==> src/rtl/hcla_digit_sequencer.sv <==
// hcla_digit_sequencer: WIDTH-bit adder that reuses one 2-bit hybrid CLA slice per radix-4 digit.
// Optional build macro HCLA_DIGIT_SEQUENCER_SUB_EN adds a SUB port for A-B.

module hcla_slice2 (
    input  logic [1:0] a,
    input  logic [1:0] b,
    input  logic       ci,
    output logic [1:0] s,
    output logic       co
);
    logic [1:0] g;
    logic [1:0] p;
    logic       c1;
    assign g  = a & b;
    assign p  = a ^ b;
    assign c1 = g[0] | (p[0] & ci);
    assign co = g[1] | (p[1] & g[0]) | (p[1] & p[0] & ci);
    assign s  = p ^ {c1, ci};
endmodule

module hcla_digit_sequencer #(
    parameter int WIDTH = 24
) (
    input  logic             clk,
    input  logic             rst,
    input  logic             start,
    input  logic             abort,
    input  logic [WIDTH-1:0] a,
    input  logic [WIDTH-1:0] b,
    input  logic             cin,
`ifdef HCLA_DIGIT_SEQUENCER_SUB_EN
    input  logic             sub,
`endif
    output logic             busy,
    output logic             done,
    output logic [WIDTH-1:0] s,
    output logic             cout
);
    localparam int N  = WIDTH / 2;
    localparam int CW = (N > 1) ? $clog2(N) : 1;

    typedef enum logic [1:0] {ST_IDLE, ST_RUN, ST_DONE} state_t;

    state_t           state_q;
    state_t           state_d;
    logic [WIDTH-1:0] a_q;
    logic [WIDTH-1:0] b_q;
    logic [WIDTH-1:0] res_q;
    logic [WIDTH-1:0] res_next;
    logic             c_q;
    logic [CW-1:0]    cnt_q;
    logic [1:0]       sum2;
    logic             co;
    logic             accept;
    logic             last;
    logic             sub_in;

`ifdef HCLA_DIGIT_SEQUENCER_SUB_EN
    assign sub_in = sub;
`else
    assign sub_in = 1'b0;
`endif

    assign accept = start && (state_q != ST_RUN);
    assign last   = cnt_q == CW'(N - 1);

    hcla_slice2 u_slice (
        .a  (a_q[1:0]),
        .b  (b_q[1:0]),
        .ci (c_q),
        .s  (sum2),
        .co (co)
    );

    // New digit enters the result register from the MSB end.
    if (WIDTH == 2) begin : g_res_w2
        assign res_next = sum2;
    end else begin : g_res_wn
        assign res_next = {sum2, res_q[WIDTH-1:2]};
    end

    // State register.
    always_ff @(posedge clk) begin
        if (rst) state_q <= ST_IDLE;
        else     state_q <= state_d;
    end

    // Next state: abort beats the final digit; DONE accepts a new start like IDLE.
    always_comb begin
        state_d = (state_q == ST_RUN) ? (abort ? ST_IDLE : (last ? ST_DONE : ST_RUN))
                                      : (start ? ST_RUN : ST_IDLE);
    end

    // Handshake outputs decoded from state.
    always_comb begin
        busy = state_q == ST_RUN;
        done = state_q == ST_DONE;
    end

    // Datapath: load on accept, one digit per RUN cycle, publish S/COUT only on a clean exit.
    always_ff @(posedge clk) begin
        if (rst) begin
            a_q   <= '0;
            b_q   <= '0;
            res_q <= '0;
            c_q   <= 1'b0;
            cnt_q <= '0;
            s     <= '0;
            cout  <= 1'b0;
        end else if (accept) begin
            a_q   <= a;
            b_q   <= sub_in ? ~b : b;
            c_q   <= sub_in | cin;
            cnt_q <= '0;
        end else if (state_q == ST_RUN) begin
            a_q   <= a_q >> 2;
            b_q   <= b_q >> 2;
            res_q <= res_next;
            c_q   <= co;
            cnt_q <= cnt_q + CW'(1);
            if (last && !abort) begin
                s    <= res_next;
                cout <= co;
            end
        end
    end
endmodule

==> config.mk <==
export PLATFORM = sky130hd
export DESIGN_NAME = hcla_digit_sequencer
export DESIGN_NICKNAME = d
export VERILOG_FILES = /design/src/rtl/hcla_digit_sequencer.sv
export SDC_FILE = /design/constraint.sdc
export NUM_CORES = 1
export LEC_CHECK = 0
export ABC_AREA = 1
export CORE_MARGIN = 5
export CORE_UTILIZATION = 35
export CTS_BUF_LIST = sky130_fd_sc_hd__clkbuf_16
export CTS_CLUSTER_SIZE = 40
export DETAILED_ROUTE_END_ITERATION = 10
export PLACE_DENSITY_LB_ADDON = 0.05
export SYNTH_ARGS = -nofsm -noshare
export SYNTH_HDL_FRONTEND = slang
export SYNTH_HIERARCHICAL = 1
export SYNTH_SLANG_ARGS = --single-unit
==> constraint.sdc <==
create_clock -name clk -period 1.5 [get_ports clk]
set_input_delay 0.3 -clock clk [delete_from_list [all_inputs] [get_ports clk]]
set_output_delay 0.3 -clock clk [all_outputs]
set_load 0.02 [all_outputs]
==> results of run 1 <==
[critical path, stage by stage, from the launching register on]
cell and delay (ns):
dfxtp_2 0.37, inv_2 0.05, nor2_1 0.10, clkdlybuf4s15_2 0.27
[placed cells by master, fill, tap and decap left out, types with 3 or more instances in the layout]
| cell | netlist | layout |
|---|---|---|
| a21oi_1 | 28 | 28 |
| buf_12 | 0 | 10 |
| buf_4 | 4 | 11 |
| clkbuf_16 | 0 | 10 |
| clkdlybuf4s50_1 | 0 | 51 |
| dfxtp_1 | 102 | 99 |
| dlygate4sd2_1 | 0 | 25 |
| ha_1 | 3 | 3 |
| inv_1 | 77 | 77 |
| inv_2 | 4 | 5 |
| nand2_1 | 130 | 130 |
| nand3_1 | 139 | 139 |
| nand3_2 | 30 | 30 |
| nor2_1 | 57 | 57 |
| nor2_4 | 3 | 3 |
| o21ai_1 | 22 | 22 |
[report_power, final]
part / leakage (nW) / switching (mW) / internal [mW]
Combinational: 1.84 / 0.451 / 0.381
Clock: 0.156 / 1.04 / 1.45
Sequential: 0.835 / 0.0692 / 2.84
Total: 2.83 / 1.56 / 4.67
[sequential cells by signal, indices dropped and copies added, names as in the netlist]
| register | count |
|---|---|
| cnt_q | 4 |
| state_q | 2 |
| a_q | 24 |
| s | 24 |
| c_q | 1 |
| cout | 1 |
| b_q | 24 |
| res_q | 22 |
[kinds of logic after synthesis]
| logic type | synth area share |
|---|---|
| compound gates | 0.05242 |
| flops | 0.4278 |
| buf+inv | 0.1308 |
| fa+ha+maj | 0.01206 |
| xor+xnor | 0.001835 |
| simple gates | 0.3751 |
[final cells by class]
type,instances,share of cell area
clock buffers,9,0.03696
multi-input cells,421,0.3470
repair buffers,102,0.1793
well taps,176,0.03614
inverters,81,0.04990
clock inverters,7,0.01458
flip-flops and latches,102,0.3361
[synth_stat cells]
cell,number,area [um2]
o21ai_1,22,110.1
nor3b_2,1,12.51
fa_1,1,20.02
nor2_2,1,6.260
clkbuf_1,3,11.26
nor2_1,57,214.0
xnor2_1,1,8.760
nand2_1,130,488.0
dfxtp_1,102,2042
buf_2,25,125.1
nand2_2,2,12.51
buf_8,3,45.04
nand3_1,139,695.7
nand3_2,30,300.3
buf_6,9,101.4
buf_4,4,30.03
buf_1,2,7.510
nor2_4,3,33.78
nand3b_2,1,11.26
inv_1,77,289.0
ha_1,3,37.54
a21oi_1,28,140.1
inv_2,4,15.01
nand2_4,1,11.26
nor3_1,1,5.000
[path summary, 6_finish.rpt]
kind | startpoint | end | slack, ns | depth (start not counted)
worst max register to register | c_q | s[23] | 0.12 | 7
worst min-delay path | start | a_q[2] | 0.40 | 5
worst max-delay path | state_q[1] | done | 0.06 | 3
worst min register to register | b_q[23] | b_q[23] | 0.46 | 2
[stage by stage]
stage                     power (mW)  hold slack, ns  cells    TNS [ns]  worst slack (ns)
after floorplan                3.501          0.3691    650           0            0.1940
after global placement         3.779          0.4402    881  -0.0002812        -0.0002812
after detailed placement       3.794          0.4547    881     -0.5385          -0.04593
after CTS                      6.301          0.3904    897           0          0.002890
after global routing           6.571          0.4250    898           0          0.006327
final                          6.235          0.4031    898           0           0.06169
[layer usage]
metal  routed length, um  global-route usage
met5                   0                   0
met4                  82             0.03218
met3                 441             0.05128
met2                5408              0.2432
met1                5246              0.1731
[timing repair]
action	CTS	global route
gates resized for setup	32	5
endpoints found under the hold margin	0	0
endpoints found under the setup margin	27	31
pin swaps	0	0
cloned	0	1
==> impl_metrics.csv, run 1 <==
group,metric,value,unit
run_status,outcome,"complete, no violations",
grt,grt_first_pass_wirelength,19000,um
flow_run,cap_viol_max_count,0,
grt,track_usage,0.1428,
clock_tree,cts_hold_buf,0,
timing,fmax,695.3,MHz
layout,antennaDiodeCount,0,
layout,num-nets-final,774,
worst_setup_path,critPathKind,"reg2out",
route,drc,0,
power,powerDensity,1023,nW/um2
route,post_drt_wl_per_cell,12.45,um
layout,stdcell_area,6093,um2
die,rows,42,
die,dieArea,16070,um2
worst_setup_path,cp.required,1.20,ns
grt,globalRouteOverflowTotal,0,
timing,setup_violations,0,
min_path,hold_class,"in2reg",
clock_tree,cts_setup_buffers,0,
route,viasPerCell,4.685,
layout,seqCellArea,2048,um2
layout,final.fill_count,1389,
layout,area_growth,27.65,%
synthesis,ys_warn_count,6,
synthesis,syn_inst,650,
worst_setup_path,startpoint_type,"flop",
synthesis,ys_seq_elements,102,
timing,slew_viol_final,0,
timing,period_minus_slack,1.438,ns
clock_tree,clock_latency,0.35,ns
clock_tree,cts.sinks,102,
place,io_buffers,79,
route,drtIter0Drc,257,
timing,rsz0062_at_grt,"false",
place,routabilityCongestion,0.7363,
die,dieHeight,126.8,um
timing,relSlewSlack,0.7968,
layout,multi_input_area,2115,um2
route,ant_nets,0,
synthesis,ys_types,25,
synthesis,avgSynthCellArea,7.344,um2
worst_setup_path,worstPathArrival,1.14,ns
die,coreArea,13300,um2
clock_tree,htree_levels,3,
power,power_leakage,2.834,nW
synthesis,syn_nets,707,
worst_setup_path,critPathCaptureType,"output port",
timing,timing.final.crit_share,0.9589,
synthesis,ys_seq_area_frac,0.4278,
grt,antenna_found_initial,0,
timing,clock-skew-final,0.008633,ns
die,start_util,0.3590,
grt,grt_pass1_vias,4120,
clock_tree,cts_tree,"built",
timing,hold_viol,0,
worst_setup_path,crit_fanout,2,
clock_tree,cts_buffers,9,
grt,grt_max_degree,66,
die,die_w,126.8,um
place,placed_area,5762,um2
place,hpwl,7370,um
route,vias,4207,
layout,drive_gt1_frac,0.1205,
clock_tree,clockRootBuffer,"clkbuf_16",
clock_tree,clockBufferDepth,2,
power,ir_drop,0.6719,mV
route,drtPass1Iterations,5,
layout,final_util,0.4583,
synthesis,syn_area,4773,um2
route,routed_wl,11180,um
die,pin_count,80,
timing,worst_pin_slew,0.3048,ns
clock_tree,path_clk_slew,0.07,ns
Note: power is estimated with default switching activity, not from simulation.
==> inputs of run 2 (changes only) <==
--- a/config.mk
+++ b/config.mk
@@ -6,12 +6,14 @@
 export NUM_CORES = 1
 export LEC_CHECK = 0
 export ABC_AREA = 1
+export CORE_ASPECT_RATIO = 1.5
 export CORE_MARGIN = 5
 export CORE_UTILIZATION = 35
 export CTS_BUF_LIST = sky130_fd_sc_hd__clkbuf_16
 export CTS_CLUSTER_SIZE = 40
 export DETAILED_ROUTE_END_ITERATION = 10
 export PLACE_DENSITY_LB_ADDON = 0.05
+export SLEW_MARGIN = 20
 export SYNTH_ARGS = -nofsm -noshare
 export SYNTH_HDL_FRONTEND = slang
 export SYNTH_HIERARCHICAL = 1
==> constraint.sdc (replaced) <==
create_clock -name clk -period 1.5 [get_ports clk]
set_input_delay 0.3 -clock clk [delete_from_list [all_inputs] [get_ports clk]]
set_output_delay 0.3 -clock clk [all_outputs]
set_load 0.005 [all_outputs]
==> run 2 against run 1 <==
First-iteration DRC count decreased by 39%. Final area decreased by 1.0%. Combinational power decreased by 3.6%. Total power decreased by 5.2%. Wire length decreased by 3.7%. Largest power group unchanged. Sequential power about the same. Final cell count decreased by 2.0%. Utilization decreased by 1.1 points. Maximum frequency decreased by 1.6%. Count of clock-buffer cells in the layout unchanged.
==> impl_metrics.csv, run 2 (synthesis results as in run 1) <==
group,metric,value,unit
run_status,outcome,"complete, no violations",
route,drtIter0Drc,157,
layout,num-nets-final,770,
layout,multi_input_area,2112,um2
die,dieHeight,153.0,um
timing,period_minus_slack,1.462,ns
worst_setup_path,cp.required,1.20,ns
power,p_seq_frac,0.492,
worst_setup_path,crit_family,"buffers and inverters",
route,vias,4188,
clock_tree,path_clk_slew,0.07,ns
power,p_int,4.346,mW
route,post_drt_wl_per_cell,12.23,um
min_path,hold_class,"reg2reg",
clock_tree,cts.sinks,102,
clock_tree,clockRootBuffer,"clkbuf_16",
grt,grt_max_degree,51,
power,powerDensity,979.9,nW/um2
route,ant_nets,0,
worst_setup_path,slowest_stage,"clkdlybuf4s50_1",
worst_setup_path,path_depth,1,
worst_setup_path,r2r_slack,0.15,ns
timing,fmax,684.0,MHz
place,routabilityCongestion,0.7203,
power,clkPwrFrac,0.373,
worst_setup_path,timing.rr.end,"s[23]",
timing,timing.final.crit_share,0.9746,
die,rows,52,
grt,globalRouteOverflowTotal,0,
grt,grt_pass1_vias,4050,
route,drc,0,
die,start_util,0.3544,
clock_tree,cts_buffers,9,
worst_setup_path,reg2reg_from,"b_q[0]",
place,post-place-ws,-0.05324,ns
worst_setup_path,crit_fanout,2,
timing,rsz0062_at_grt,"false",
worst_setup_path,startpoint,"s[12]",
layout,final.fill_count,1406,
worst_setup_path,reg2regPathDepth,7,
timing,setup_violations,0,
layout,area_growth,26.34,%
layout,drive_gt1_frac,0.1240,
layout,top_regs,"a_q (24), b_q (24), s (24)",
power,power_leakage,2.805,nW
clock_tree,htree_levels,3,
route,routed_wl,10760,um
place,io_buffers,79,
layout,seqCellArea,2052,um2
layout,layout_commonest_cell,"nand3_1",
timing,relSlewSlack,0.8338,
die,coreArea,13470,um2
worst_setup_path,critPathCaptureType,"output port",
route,viasPerCell,4.759,
clock_tree,clock_latency,0.34,ns
timing,clock-skew-final,0.008733,ns
worst_setup_path,cpPeakStageDelay,0.50,ns
timing,worst_pin_slew,0.2493,ns
worst_setup_path,startpoint_type,"flop",
die,die_w,105.4,um
flow_run,cap_viol_max_count,0,
worst_setup_path,worstPathArrival,1.16,ns
worst_setup_path,endpoint,"s[12]",
die,pin_count,80,
timing,fin_ws,0.03809,ns
power,comb_power_share,0.136,
power,switching_share,0.2646,
timing,hold_viol,0,
grt,track_usage,0.1369,
worst_setup_path,critPathKind,"reg2out",
grt,grt_first_pass_wirelength,18590,um
worst_setup_path,crit_chain,"clkdlybuf4s50_1",
timing,slew_viol_final,0,
grt,antenna_found_initial,0,
die,dieArea,16120,um2
power,switching_power,1.564,mW
power,finalPower,5.909,mW
clock_tree,cts_tree,"built",
route,drtPass1Iterations,4,
worst_setup_path,critPathBufInv,1,
layout,mostFrequentLayoutCells,"nand3_1, nand2_1, dfxtp_1, inv_1, clkdlybuf4s50_1",
power,ir_drop,0.6757,mV
place,hpwl,7472,um
layout,antennaDiodeCount,0,
clock_tree,clockBufferDepth,2,
## run 2: cell count changes in the layout (fill, tap and decap cells not counted), moves of 4 or more
cell	change
clkinvlp_4	+4
dfxtp_1	-5
clkdlybuf4s50_1	+13
dlymetal6s2s_1	+7
dfxtp_2	+6
dlygate4sd2_1	-19
## run 2: worst min-delay path by stage
stage | cells past startpoint | to | startpoint | slack, ns
finish | 2 | res_q[3] | res_q[3] | 0.46
detailed placement | 2 | res_q[3] | res_q[3] | 0.45
global route | 4 | a_q[23] | start | 0.48
CTS | 4 | b_q[23] | start | 0.46
global placement | 2 | res_q[3] | res_q[3] | 0.44
floorplan | 1 | a_q[22] | rst | 0.37
## run 2: power groups by stage
stage | registers [mW] | clock network, mW | logic, mW
after global placement | 2.97 | 0 | 0.811
after floorplan | 2.96 | 0 | 0.542
after CTS | 2.91 | 2.29 | 0.820
after global routing | 2.92 | 2.38 | 0.907
final | 2.91 | 2.20 | 0.801
after detailed placement | 2.97 | 0 | 0.817
## run 2: through the flow
stage	instance area [um2]	instances	hold slack [ns]	setup TNS, ns	util
detailed placement	5722	864	0.4502	-0.7457	0.4248
global placement	5722	864	0.4424	-0.02673	0.4248
CTS	6000	880	0.4596	0	0.4455
global route	6031	880	0.4837	0	0.4478
floorplan	4773	650	0.3691	0	-
finish	6031	880	0.4566	0	0.4478
## run 2: repair_timing
item,CTS,global route
cloned,0,0
endpoints found under the setup margin,9,22
gates resized for setup,9,15
pin swaps,0,0
hold buffers,0,0
buffers inserted,0,0
## run 2: cell type report
cell class                 count  share of cell area
multi-input combinational    421              0.3502
sequential                   102              0.3402
timing repair buffer          98              0.1784
inverter                      81             0.05042
clock buffer                   9             0.03734
tap                          162             0.03361
clock inverter                 7            0.009751
## run 2: per-layer routing
metal  share of wire  GRT usage
met5               0          0
met4           0.014    0.04690
met3           0.030    0.02363
met2            0.53     0.2494
met1            0.43     0.1595
## run 2: tightest hold or removal path, delay by kind of cell (launching register included)
kind	cells	cell delay [ns]
compound gates	1	0.06
buf+inv	1	0.06
flops	1	0.30
==> inputs of run 3 (changes only) <==
--- a/config.mk
+++ b/config.mk
@@ -5,13 +5,14 @@
 export SDC_FILE = /design/constraint.sdc
 export NUM_CORES = 1
 export LEC_CHECK = 0
-export ABC_AREA = 1
+export ABC_AREA = 0
 export CORE_ASPECT_RATIO = 1.5
 export CORE_MARGIN = 5
 export CORE_UTILIZATION = 35
 export CTS_BUF_LIST = sky130_fd_sc_hd__clkbuf_16
 export CTS_CLUSTER_SIZE = 40
 export DETAILED_ROUTE_END_ITERATION = 10
+export HOLD_SLACK_MARGIN = 0.06
 export PLACE_DENSITY_LB_ADDON = 0.05
 export SLEW_MARGIN = 20
 export SYNTH_ARGS = -nofsm -noshare
==> run 3 against run 2 <==
First-iteration DRC count shrank 51%. Largest cell class unchanged. Non-clock buffer count down 1. Combinational power decreased by 16%. Count of clock-buffer cells in the layout is the same. Setup slack better by 0.0016 ns. Via count shrank 20%. Critical endpoint is now s[21]. Maximum frequency is 0.11% higher. Sequential share of layout area is 2.2 points higher.
==> impl_metrics.csv, run 3 <==
group,metric,value,unit
synthesis,synthTopCellsByArea,"dfxtp_1, mux2i_1, a211oi_1",
layout,antennaDiodeCount,0,
power,powerDensity,1034,nW/um2
synthesis,ys_types,27,
synthesis,avgSynthCellArea,9.490,um2
synthesis,ys_seq_area_frac,0.4678,
die,dieArea,14850,um2
clock_tree,cts.sinks,102,
synthesis,post-synth-top-count-cell,"dfxtp_1",
power,switching_share,0.2380,
clock_tree,clockBufferDepth,2,
route,viasPerCell,4.828,
worst_setup_path,critPathCaptureType,"output port",
synthesis,syn_inst,460,
synthesis,synth.top_cell.area_share,0.4678,
min_path,hold_class,"in2reg",
clock_tree,cts_buffers,9,
timing,hold_viol,0,
synthesis,syn_area,4365,um2
route,drtIter0Drc,77,
grt,use_met2,0.2244,
timing,clock-skew-final,0.009323,ns
die,pin_count,80,
synthesis,synth_commonest_cells,"dfxtp_1, mux2i_1, nand2b_1",
run_status,outcome,"complete, no violations",
worst_setup_path,slowest_stage,"clkdlybuf4s50_1",
grt,gr-usage-met1,0.1678,
layout,fin_cells,691,
worst_setup_path,crit_family,"buffers and inverters",
worst_setup_path,worstPathArrival,1.16,ns
grt,grt_use_met3,0.02708,
clock_tree,path_clk_slew,0.07,ns
die,die_w,101.2,um
synthesis,synth_ff_type,"dfxtp_1",
layout,top_regs,"a_q (24), b_q (24), s (24)",
place,io_buffers,79,
synthesis,ys_warn_count,6,
place,dp.cells,675,
layout,layout_commonest_cell,"dfxtp_1",
timing,period_minus_slack,1.460,ns
route,routed_wl,9523,um
die,coreArea,12390,um2
timing,setup_violations,0,
route,post_drt_wl_per_cell,13.78,um
grt,grt_max_degree,79,
grt,grt_first_pass_wirelength,16350,um
synthesis,syn_nets,517,
worst_setup_path,cpPeakStageDelay,0.50,ns
clock_tree,clock_latency,0.34,ns
place,placed_area,5336,um2
grt,grt.busiest_layer,"met2",
synthesis,synth_edf_count,0,
route,vias,3336,
worst_setup_path,cp.required,1.20,ns
clock_tree,cts_tree,"built",
timing,relSlewSlack,0.7722,
timing,timing.final.crit_share,0.9735,
timing,fmax,684.8,MHz
power,ir_drop,0.5062,mV
die,dieHeight,146.8,um
worst_setup_path,critPathBufInv,1,
worst_setup_path,startpoint_type,"flop",
flow_run,cap_viol_max_count,0,
synthesis,synthArstFlopShare,0,
route,ant_nets,0,
clock_tree,htree_levels,3,
layout,stdcell_area,5673,um2
grt,antenna_found_initial,0,
power,clkPwrFrac,0.390,
power,comb_power_share,0.114,
clock_tree,clockRootBuffer,"clkbuf_16",
power,power_leakage,2.406,nW
timing,slew_viol_final,0,
clock_tree,cts_setup_buffers,0,
synthesis,synth_top_cell_by_area,"dfxtp_1",
layout,area_growth,29.95,%
route,drc,0,
power,p_int,4.469,mW
worst_setup_path,crit_fanout,2,
timing,rsz0062_at_grt,"false",
route,drtPass1Iterations,4,
grt,globalRouteOverflowTotal,0,
worst_setup_path,critPathKind,"reg2out",
layout,num-nets-final,587,
place,hpwl,6651,um
worst_setup_path,crit_chain,"clkdlybuf4s50_1",
timing,fin_setup_tns,0,ns
layout,mostFrequentLayoutCells,"dfxtp_1, mux2i_1, clkdlybuf4s50_1, nand2b_1, nand2_1",
die,rows,50,
grt,grt_pass1_vias,3416,
power,p_seq_frac,0.496,
synthesis,ys_seq_elements,102,
die,start_util,0.3524,
layout,drive_gt1_frac,0.09346,
place,routabilityCongestion,0.6830,
grt,track_usage,0.1358,
timing,worst_pin_slew,0.3417,ns
power,switching_power,1.396,mW
==> run 3: cell count changes after synthesis, moves of 22 or more <==
| cell | before | now |
|---|---|---|
| nand2_1 | 130 | 47 |
| o21ai_1 | 22 | 0 |
| mux2i_1 | 0 | 74 |
| nand3_1 | 139 | 6 |
| nand2b_1 | 0 | 51 |
| a211oi_1 | 0 | 46 |
| inv_1 | 77 | 6 |
| nand3_2 | 30 | 0 |
==> run 3: cells by family after synthesis <==
kind of cell,after synthesis,share of synthesized area
fa+ha+maj,4,0.01319
xor+xnor,1,0.002007
buf+inv,44,0.05216
compound gates,74,0.1115
flops,102,0.4678
mux,75,0.1723
simple gates,160,0.1811
==> run 3: area by class of cell <==
class                   count  area (um2)
clock buffers               9       225.2
flip-flops and latches    102        2054
fillers                  1239        6714
well taps                 156       195.2
multi-input cells         314        2103
clock inverters             7       65.06
inverters                   6       22.52
repair buffers             97        1007
==> run 3: timing repair <==
item                                   4_1_cts  5_1_grt
setup endpoints to repair                   12       18
hold buffers                                 0        0
endpoints found under the hold margin        0        0
gates resized for setup                     19       17
==> run 3: worst paths after layout <==
kind | depth (start not counted) | to | slack [ns] | start
worst max-delay path | 1 | s[21] | 0.04 | s[21]
worst min-delay path | 2 | res_q[10] | 0.30 | rst
worst max register to register | 5 | s[17] | 0.09 | cnt_q[0]
worst min register to register | 2 | res_q[3] | 0.46 | res_q[3]
==> run 3: worst reg2reg max path, cell delays in order, from the launching register on <==
cell and delay [ns]:
dfxtp_1 0.37, ha_1 0.25, nand3b_4 0.12, nor3_4 0.19, buf_12 0.21, mux2i_1 0.21
==> run 3: power groups by stage <==
| stage | combinational (mW) | sequential (mW) | clock [mW] |
|---|---|---|---|
| finish | 0.669 | 2.91 | 2.29 |
| global placement | 0.670 | 2.97 | 0 |
| global route | 0.752 | 2.92 | 2.48 |
| CTS | 0.679 | 2.91 | 2.37 |
| floorplan | 0.424 | 2.95 | 0 |
| detailed placement | 0.678 | 2.97 | 0 |
==> run 3: through the flow <==
step                      power (mW)  setup WS (ns)  utilization  hold WS, ns
final                          5.865        0.03969       0.4580       0.2997
after global routing           6.160       0.002100       0.4580       0.3308
after CTS                      5.959       0.005027       0.4545       0.2898
after detailed placement       3.647       -0.08557       0.4308       0.4523
after global placement         3.637       -0.04676       0.4308       0.4460
after floorplan                3.372        0.06030            -       0.3776
==> run 3: layer usage <==
metal,vias up,part of all wire
met4,0,0.019
li1,1711,-
met5,-,0
met2,66,0.50
met1,1548,0.43
met3,11,0.047
